==> config.mk <==
export PLATFORM = sky130hd
export DESIGN_NAME = counter_enable_seq
export DESIGN_NICKNAME = d
export VERILOG_FILES = /design/src/rtl/counter_seq_pkg.sv /design/src/rtl/seq_timer.sv /design/src/rtl/counter_enable_seq.sv
export SDC_FILE = /design/constraint.sdc
export NUM_CORES = 1
export LEC_CHECK = 0
export CORE_ASPECT_RATIO = 0.8
export CORE_MARGIN = 5
export CORE_UTILIZATION = 48
export DETAILED_ROUTE_END_ITERATION = 12
export GPL_ROUTABILITY_DRIVEN = 0
export PLACE_DENSITY_LB_ADDON = 0.08
export RECOVER_POWER = 25
export REMOVE_ABC_BUFFERS = 1
export SETUP_SLACK_MARGIN = 0.02
export SKIP_LAST_GASP = 1
export SLEW_MARGIN = 20
export SYNTH_ARGS = -nofsm -noshare
export SYNTH_HDL_FRONTEND = slang
export SYNTH_SLANG_ARGS = --single-unit
==> constraint.sdc <==
create_clock -name clk -period 2.3 [get_ports clk]
set_input_delay 0.23 -clock clk [delete_from_list [all_inputs] [get_ports clk]]
set_output_delay 0.23 -clock clk [all_outputs]
set_load 0.1 [all_outputs]
==> src/rtl/counter_seq_pkg.sv <==
// Shared types and default widths for the counter enable sequencer.
package counter_seq_pkg;

  localparam int DEF_RUN_W   = 8;
  localparam int DEF_GAP_W   = 8;
  localparam int DEF_BURST_W = 4;
  localparam int CNT_W       = 4;

  typedef enum logic [2:0] {
    IDLE = 3'd0,
    CLR  = 3'd1,
    RUN  = 3'd2,
    GAP  = 3'd3,
    DONE = 3'd4
  } seq_state_t;

  // Width of a timer that must hold either a run length or a gap length.
  function automatic int maxWidth(input int a, input int b);
    return (a > b) ? a : b;
  endfunction

endpackage

==> src/rtl/seq_timer.sv <==
// Loadable down-counter shared by the RUN and GAP phases of the sequencer.
// Counts down to zero and holds there until the next load.
module seq_timer
  import counter_seq_pkg::*;
#(
  parameter int W = DEF_RUN_W
) (
  input  logic         clk,
  input  logic         reset_n,
  input  logic         load,
  input  logic [W-1:0] value,
  output logic         zero
);

  logic [W-1:0] r_count;

  // Load takes priority; otherwise step down and park at zero.
  always_ff @(posedge clk or negedge reset_n) begin
    if (!reset_n) begin
      r_count <= '0;
    end else if (load) begin
      r_count <= value;
    end else if (r_count != '0) begin
      r_count <= r_count - W'(1);
    end
  end

  assign zero = (r_count == '0);

endmodule

==> src/rtl/counter_enable_seq.sv <==
// Enable sequencer driving the reset/enable inputs of a 4-bit counter.
// A start clears the counter, then issues bursts of run_len enable cycles
// separated by gap_len idle cycles, burst_num times (0 = until stop).
// Optional feature macro: COUNTER_SEQ_CHECK_EN adds a checker that tracks
// the expected counter value and raises a sticky mismatch flag.
module counter_enable_seq
  import counter_seq_pkg::*;
#(
  parameter int RUN_W   = DEF_RUN_W,
  parameter int GAP_W   = DEF_GAP_W,
  parameter int BURST_W = DEF_BURST_W
) (
  input  logic               clk,
  input  logic               reset_n,
  input  logic               start,
  input  logic               stop,
  input  logic [RUN_W-1:0]   run_len,
  input  logic [GAP_W-1:0]   gap_len,
  input  logic [BURST_W-1:0] burst_num,
  input  logic [CNT_W-1:0]   count,
  output logic               counter_reset,
  output logic               enable,
  output logic               busy,
  output logic               done,
  output logic [BURST_W-1:0] bursts_done,
  output logic               mismatch
);

  localparam int TW = maxWidth(RUN_W, GAP_W);

  seq_state_t         r_state;
  seq_state_t         w_nextState;
  logic [RUN_W-1:0]   r_runLen;
  logic [GAP_W-1:0]   r_gapLen;
  logic [BURST_W-1:0] r_burstNum;
  logic [BURST_W-1:0] r_burstsDone;
  logic               r_counterReset;
  logic               r_enable;
  logic               r_busy;
  logic               r_done;

  logic               w_accept;
  logic               w_runEnd;
  logic               w_timerLoad;
  logic [TW-1:0]      w_timerValue;
  logic               w_timerZero;
  logic [TW-1:0]      w_runReload;
  logic [TW-1:0]      w_gapReload;
  logic [BURST_W-1:0] w_burstInc;
  logic               w_finalBurst;

  // Timer reload values use the configuration latched at start, so the
  // inputs may change freely while a sequence is running.
  assign w_runReload = TW'(r_runLen) - TW'(1);
  assign w_gapReload = TW'(r_gapLen) - TW'(1);

  // Completed-burst count saturates so an endless sequence cannot wrap it.
  assign w_burstInc   = (r_burstsDone == {BURST_W{1'b1}}) ? r_burstsDone
                                                          : r_burstsDone + BURST_W'(1);
  assign w_finalBurst = (r_burstNum != '0) && (w_burstInc == r_burstNum);

  seq_timer #(
    .W(TW)
  ) u_timer (
    .clk    (clk),
    .reset_n(reset_n),
    .load   (w_timerLoad),
    .value  (w_timerValue),
    .zero   (w_timerZero)
  );

  // Next-state and timer-load decisions; stop overrides everything outside IDLE.
  always_comb begin
    w_nextState  = r_state;
    w_accept     = 1'b0;
    w_runEnd     = 1'b0;
    w_timerLoad  = 1'b0;
    w_timerValue = w_runReload;
    case (r_state)
      IDLE: begin
        if (start && !stop && (run_len != '0)) begin
          w_nextState = CLR;
          w_accept    = 1'b1;
        end
      end
      CLR: begin
        if (stop) begin
          w_nextState = DONE;
        end else begin
          w_nextState = RUN;
          w_timerLoad = 1'b1;
        end
      end
      RUN: begin
        if (stop) begin
          w_nextState = DONE;
        end else if (w_timerZero) begin
          w_runEnd = 1'b1;
          if (w_finalBurst) begin
            w_nextState = DONE;
          end else if (r_gapLen != '0) begin
            w_nextState  = GAP;
            w_timerLoad  = 1'b1;
            w_timerValue = w_gapReload;
          end else begin
            w_timerLoad = 1'b1;
          end
        end
      end
      GAP: begin
        if (stop) begin
          w_nextState = DONE;
        end else if (w_timerZero) begin
          w_nextState = RUN;
          w_timerLoad = 1'b1;
        end
      end
      DONE: begin
        w_nextState = IDLE;
      end
      default: begin
        w_nextState = IDLE;
      end
    endcase
  end

  // State register with outputs registered as decodes of the next state,
  // plus configuration latching and the completed-burst counter.
  always_ff @(posedge clk or negedge reset_n) begin
    if (!reset_n) begin
      r_state        <= IDLE;
      r_counterReset <= 1'b0;
      r_enable       <= 1'b0;
      r_busy         <= 1'b0;
      r_done         <= 1'b0;
      r_runLen       <= '0;
      r_gapLen       <= '0;
      r_burstNum     <= '0;
      r_burstsDone   <= '0;
    end else begin
      r_state        <= w_nextState;
      r_counterReset <= (w_nextState == CLR);
      r_enable       <= (w_nextState == RUN);
      r_busy         <= (w_nextState == CLR) || (w_nextState == RUN) ||
                        (w_nextState == GAP);
      r_done         <= (w_nextState == DONE);
      if (w_accept) begin
        r_runLen     <= run_len;
        r_gapLen     <= gap_len;
        r_burstNum   <= burst_num;
        r_burstsDone <= '0;
      end else if (w_runEnd) begin
        r_burstsDone <= w_burstInc;
      end
    end
  end

  assign counter_reset = r_counterReset;
  assign enable        = r_enable;
  assign busy          = r_busy;
  assign done          = r_done;
  assign bursts_done   = r_burstsDone;

`ifdef COUNTER_SEQ_CHECK_EN
  logic [CNT_W-1:0] r_expect;
  logic             r_mismatch;

  // Shadow of the counter: cleared with it, stepped on every enabled edge;
  // any disagreement while the counter is meaningful latches mismatch.
  always_ff @(posedge clk or negedge reset_n) begin
    if (!reset_n) begin
      r_expect   <= '0;
      r_mismatch <= 1'b0;
    end else begin
      if (r_state == CLR) begin
        r_expect <= '0;
      end else if (r_enable) begin
        r_expect <= r_expect + CNT_W'(1);
      end
      if (w_accept) begin
        r_mismatch <= 1'b0;
      end else if (((r_state == RUN) || (r_state == GAP) || (r_state == DONE)) &&
                   (count != r_expect)) begin
        r_mismatch <= 1'b1;
      end
    end
  end

  assign mismatch = r_mismatch;
`else
  logic w_unusedCount;

  assign w_unusedCount = ^count;
  assign mismatch      = 1'b0;
`endif

endmodule

==> results of run 1 <==
==> layer usage <==
metal | vias to the layer above | global-route usage | routed length [um]
met2 | 30 | 0.2327 | 2027
met5 | - | 0 | 0
met4 | 0 | 0.04745 | 38
met3 | 5 | 0.04075 | 216
li1 | 962 | - | -
met1 | 860 | 0.2507 | 2518
==> power breakdown <==
part	total (mW)	internal, mW	switching [mW]	leakage (nW)
combinational	1.19	0.543	0.643	0.848
sequential	1.07	0.887	0.179	0.493
clock	0.495	0.273	0.222	0.0515
total	2.75	1.70	1.04	1.39
==> stage by stage <==
| step | setup slack [ns] | std cells | power (mW) | area [um2] | TNS (ns) |
|---|---|---|---|---|---|
| after floorplan | -0.8314 | 241 | 1.804 | 2173 | -8.836 |
| after global placement | -0.03263 | 359 | 2.180 | 2761 | -0.07824 |
| after detailed placement | -0.06586 | 359 | 2.199 | 2761 | -0.1606 |
| after CTS | 0.008736 | 367 | 2.745 | 2894 | 0 |
| after global routing | -0.009940 | 367 | 2.944 | 2930 | -0.009940 |
| final | 0.06719 | 367 | 2.748 | 2930 | 0 |
==> area by class of cell <==
class	instances	area share
Multi-Input combinational cell	190	0.4167
Timing Repair Buffer	58	0.1751
Tap cell	60	0.02562
Sequential cell	39	0.3330
Clock buffer	8	0.03416
Inverter	12	0.01537
==> placed cells by master (no fill, tap or decap), drive strengths merged, types with 7 or more instances in the layout <==
cell type,Yosys,final
nand2,58,58
inv,12,12
nor2,20,20
mux2i,11,11
dfrtp,39,39
buf,4,35
nor3,9,9
xnor2,11,11
nor4,7,7
clkbuf,4,9
o21ai,10,10
clkdlybuf4s50,0,22
a21oi,8,8
xor2,7,7
==> cell families (layout without fill, tap and decap cells) <==
family / after synthesis / after routing / synth area share
adders and majority gates: 5 / 5 / 0.02822
muxes: 12 / 12 / 0.05474
buffers and inverters: 20 / 78 / 0.04007
AOI/OAI and AO/OA: 37 / 37 / 0.1134
other: 1 / 1 / 0.001691
and+or+nand+nor: 117 / 117 / 0.2506
DFF: 39 / 39 / 0.4402
xor gates and xnor gates: 18 / 18 / 0.07111
==> worst paths after layout <==
check / start / to / slack (ns)
worst min-delay path: reset_n / r_runLen[0] / 0.08
min in group clk: gap_len[3] / r_gapLen[3] / 0.47
worst min register to register: r_state[2] / r_state[2] / 0.51
max in group asynchronous: reset_n / r_gapLen[6] / 1.64
worst max register to register: r_gapLen[2] / busy / 0.07
worst max-delay path: r_gapLen[2] / busy / 0.07
==> flip-flops by register name, indices dropped and copies added (netlist names) <==
register         count
r_gapLen             8
counter_reset        1
r_burstNum           4
enable               1
busy                 1
done                 1
r_state              3
bursts_done          4
r_runLen             8
u_timer.r_count      8
==> what timing repair did <==
item                                    4_1_cts  5_1_grt
endpoints found under the setup margin        5       13
cloned                                        0        0
resized for setup                             5        6
pin swaps                                     1        3
==> key figures, run 1 <==
CTS
  • CTS Sinks: 39
  • Clock Pin Slew Worst Setup and Hold Paths: around 0.070 ns
  • Num CTS Buffers: 5
  • Insertion delay to the later sink of the worst-skew pair: roughly 0.28 ns
  • Maximum clock path buffer count: 2
  • Root Driver: clkbuf_8
  • CTS Hold Buffers Added: 0
  • Post-CTS Repair Setup Buffers: 0
  • CTS tree: yes
  • H-tree levels: 2

Detailed routing
  • Wire per inst: 13.08 um
  • Starting DRC count in detailed routing: about 120
  • Vias per std cell: roughly 5
  • First-pass detailed-route iteration total: 4
  • DRT antenna net count: 0
  • Drt total wl: 4801 um
  • DRC Markers: 0
  • Total number of vias: approximately 1900

STA
  • Pins over their slew limit: 0
  • Slew HR: 0.3711
  • Worst-margin pin slew: 0.9433 ns
  • Hold slack: roughly 0.077 ns
  • RSZ-0062 raised after global routing: true
  • Tcrit/Tclk final: 0.9708
  • Fin crit period: 2.233 ns
  • Fmax: ~0.45 GHz
  • Setup Skew: around 0.0024 ns
  • Final setup violation count: 0
  • Final hold vios: 0

Setup path
  • Cell type group with the largest total delay on the critical path: simple AND/OR/NAND/NOR gates
  • Slowest Stage Delay on Critical Path: ~0.58 ns
  • CP bufs+invs: 0
  • Crit path launch type: register
  • CP Capture Type: register
  • WP data required: 2.48 ns
  • Crit-path max FO: 4
  • Setup Crit Path Kind: register to register
  • Register-to-Register Path Depth: 6
  • CP Depth: 6
  • Slowest CP cell: or4_4
  • Crit-path cells: or4_4 -> nor3_4 -> nor2_1 -> a211o_1 -> or3_4 -> nand2b_4
  • Critical Path AT: roughly 2.4 ns

Floorplan
  • Die footprint: between 6000 and 7000 um2
  • Die Height: ~71 um
  • Cell Rows: 22
  • Die X: ~86 um
  • Io pins: 37
  • Initial Utilization: 0.4882
  • Core area: ~4500 um2

Yosys
  • FFs w/ async S/R, synth: 1.000
  • Most area-consuming cells after synthesis: dfrtp_1 44%, nand2_1 9.8%, mux2i_1 5.0%
  • Count of different cell masters after synthesis: 47
  • Syn Std Cell Area: about 2200 um2
  • Syn_area_per_cell: ~9 um2
  • Seq/Total Area, Yosys: 0.4402
  • Top cells by count, synth: 58 x nand2_1, 39 x dfrtp_1, 20 x nor2_1, 12 x inv_1
  • Number of synthesized register bits: 39
  • Yosys top cell area share: 0.4402
  • Gate count of the mapped netlist: about 250
  • Post-synth EDFFs: 0
  • Synth Flop Type: dfrtp_1
  • Top-count cell post-synth: nand2_1
  • Ys Warns: 0
  • Yosys top cell by area: dfrtp_1

Placement
  • DP Wirelength: 3694 um
  • PortBufs: 31

Global routing
  • Global Route Usage Sum: 0.1654
  • Vias in the first global route: 1715
  • Total congestion overflow: 0
  • Antenna violations before repair: 0
  • Global-route wire length before repair: 7976 um
  • Largest net degree at the start of global routing: 40

Power
  • PwrDens: between 900 and 1000 nW/um2
  • Leak: roughly 1.4 nW
  • VDD IR max: roughly 500 uV

Finish
  • Final core occ: 0.6452
  • Fraction of layout cells with a size suffix above 1: 0.1857
  • P&R area growth vs syn: 32.17%
  • Footprint of the multi-input gates: roughly 1200 um2
  • Register area: slightly below 1000 um2
  • Final nets: ~340
  • Antenna diodes: 0
  • Layout fillers: 406

Status
  • Status: finished, final reports clean

Job
  • Maxcap violations: 0

Worst hold path
  • Hold WC Path Type: input port to async pin
Note: power is estimated with default switching activity, not from simulation.
==> run 2: changes to the inputs <==
- CORE_UTILIZATION: 48 -> 57
- SLEW_MARGIN: 20 -> default
- clock period: 2.3 -> 2.7 ns (I/O delays scaled with it)
==> key figures, run 2 (synthesis gave the netlist of run 1 again) <==
Status
  • Status: complete, but fails checks (was finished, final reports clean)
  • Failing checks: capacitance limit, slew limit

Floorplan
  • Initial Utilization: 0.5868 (was 0.4882)
  • Io pins: 37 (unchanged)
  • Core area: 3779 um2 (was 4542 um2)
  • Die X: 79.73 um (was 85.99 um)
  • Die footprint: 5245 um2 (was 6087 um2)
  • Die Height: 65.78 um (was 70.79 um)
  • Cell Rows: 20 (was 22)

Setup path
  • Slowest CP cell: or4_4 (unchanged)
  • Critical Path AT: 2.60 ns (was 2.41 ns)
  • Crit-path max FO: 7 (was 4)
  • Crit-path cells: or4_4 -> nor3_4 -> a2111oi_1 -> a211o_1 -> or3_4 -> nand2b_4 (was or4_4 -> nor3_4 -> nor2_1 -> a211o_1 -> or3_4 -> nand2b_4)
  • WP data required: 2.89 ns (was 2.48 ns)
  • Crit path launch type: register (unchanged)
  • CP Capture Type: register (unchanged)
  • Setup Crit Path Kind: register to register (unchanged)
  • Slowest Stage Delay on Critical Path: 0.60 ns (was 0.58 ns)

Finish
  • Footprint of the multi-input gates: 1161 um2 (was 1221 um2)
  • Layout fillers: 322 (was 406)
  • Most frequent cells in the layout: 58 x nand2_1, 39 x dfrtp_1, 22 x clkdlybuf4s50_1, 20 x nor2_1, 14 x buf_4 (was 58 x nand2_1, 39 x dfrtp_1, 33 x buf_4, 22 x clkdlybuf4s50_1, 20 x nor2_1)
  • Antenna diodes: 0 (unchanged)
  • Fraction of layout cells with a size suffix above 1: 0.1084 (was 0.1857)
  • Register area: 975.9 um2 (unchanged)
  • Final nets: 318 (was 339)
  • Top Registers: r_gapLen x8, r_runLen x8, u_timer.r_count x8 (unchanged)
  • P&R area growth vs syn: 21.05% (was 32.17%)
  • Most common cell after layout, fill and taps aside: nand2_1 (unchanged)

CTS
  • Maximum clock path buffer count: 2 (unchanged)
  • Clock Pin Slew Worst Setup and Hold Paths: 0.07 ns (about the same)
  • CTS Hold Buffers Added: 0 (unchanged)
  • CTS tree: yes (unchanged)
  • Root Driver: clkbuf_8 (unchanged)
  • Post-CTS Repair Setup Buffers: 0 (unchanged)
  • Num CTS Buffers: 5 (unchanged)
  • CTS Sinks: 39 (unchanged)
  • H-tree levels: 2 (unchanged)
  • Post_cts resized: 0 (was 5)
  • Insertion delay to the later sink of the worst-skew pair: 0.29 ns (was 0.28 ns)

Detailed routing
  • Vias per std cell: 5.384 (was 5.060)
  • Total number of vias: 1836 (was 1857)
  • First-pass detailed-route iteration total: 4 (unchanged)
  • DRC Markers: 0 (unchanged)
  • Wire per inst: 13.49 um (was 13.08 um)
  • Starting DRC count in detailed routing: 82 (was 117)
  • Drt total wl: 4601 um (was 4801 um)
  • DRT antenna net count: 0 (unchanged)

Power
  • Pint: 1.344 mW (was 1.704 mW)
  • Logic pwr share: 0.383 (was 0.432)
  • PwrDens: 823.9 nW/um2 (was 937.6 nW/um2)
  • Clk pwr share: 0.196 (was 0.180)
  • Total power: 2.211 mW (was 2.748 mW)
  • Sequential Power Share: 0.421 (was 0.388)
  • Leak: 1.262 nW (was 1.392 nW)
  • Net Sw Frac: 0.3921 (was 0.3799)
  • Sw Pwr: 0.8670 mW (was 1.044 mW)
  • VDD IR max: 476.7 uV (was 492.4 uV)

STA
  • RSZ-0062 raised after global routing: false (was true)
  • Final setup violation count: 0 (unchanged)
  • Pins over their slew limit: 40 (was 0)
  • Hold slack: 0.4963 ns (was 0.07675 ns)
  • Final hold vios: 0 (unchanged)
  • Worst-margin pin slew: 2.039 ns (was 0.9433 ns)
  • Fin crit period: 2.412 ns (was 2.233 ns)
  • Tcrit/Tclk final: 0.8934 (was 0.9708)
  • Slew HR: -0.3594 (was 0.3711)
  • Setup TNS: 0 ns (unchanged)
  • Fmax: 0.4146 GHz (was 0.4479 GHz)
  • Setup Skew: 0.004950 ns (was 0.002360 ns)

Job
  • Maxcap violations: 1 (was 0)

Global routing
  • Largest net degree at the start of global routing: 40 (unchanged)
  • Global Route Usage Sum: 0.1930 (was 0.1654)
  • Global-route wire length before repair: 7769 um (was 7976 um)
  • Antenna violations before repair: 0 (unchanged)
  • Vias in the first global route: 1713 (was 1715)
  • Total congestion overflow: 0 (unchanged)

Placement
  • PortBufs: 31 (unchanged)
  • DP Wirelength: 3474 um (was 3694 um)

Worst hold path
  • Hold WC Path Type: input port to register (was input port to async pin)
==> run 2: power groups by stage <==
| stage | Combinational [mW] | Clock [mW] | Sequential (mW) |
|---|---|---|---|
| floorplan | 0.572 | 0 | 0.965 |
| global placement | 0.813 | 0 | 0.929 |
| detailed placement | 0.836 | 0 | 0.936 |
| CTS | 0.842 | 0.440 | 0.928 |
| global route | 0.951 | 0.465 | 0.960 |
| finish | 0.848 | 0.433 | 0.931 |
==> run 2: path summary, 6_finish.rpt <==
check	start	to	slack (ns)	cells after the start
worst max-delay path	r_gapLen[2]	busy	0.29	6
worst min-delay path	burst_num[1]	r_burstNum[1]	0.50	3
worst max register to register	r_gapLen[2]	busy	0.29	6
worst min register to register	r_state[2]	done	0.51	1
max in group asynchronous	reset_n	u_timer.r_count[6]	0.98	1
min in group asynchronous	reset_n	r_runLen[5]	0.55	1
==> run 2: through the flow <==
stage / util / cells / cell area, um2 / setup slack, ns
4_1_cts: 0.7083 / 341 / 2676 / 0.1999
2_1_floorplan: - / 241 / 2173 / -0.4314
6_report: 0.7103 / 341 / 2684 / 0.2878
5_1_grt: 0.7103 / 341 / 2684 / 0.1017
3_3_place_gp: 0.6808 / 333 / 2572 / 0.2000
3_5_place_dp: 0.6808 / 333 / 2572 / 0.1726
==> run 2: area by class of cell <==
| type | instances | share of cell area |
|---|---|---|
| clock buffers | 7 | 0.03590 |
| clock inverters | 1 | 0.002797 |
| inverters | 12 | 0.01678 |
| multi-input cells | 190 | 0.4326 |
| flip-flops and latches | 39 | 0.3636 |
| well taps | 55 | 0.02564 |
| repair buffers | 37 | 0.1226 |
==> run 2: worst max-delay path: cells and delay by family, from the launching register on <==
family | cells | cell delay, ns
AOI/OAI and AO/OA | 2 | 0.51
DFF | 1 | 0.43
and+or+nand+nor | 4 | 1.36
==> run 2: metal layers <==
metal,GRT usage,up-vias,share of wire
met1,0.2562,856,0.47
met2,0.3125,44,0.47
met4,0.06751,0,0.016
met5,0,-,0
li1,-,926,-
met3,0.04360,10,0.045
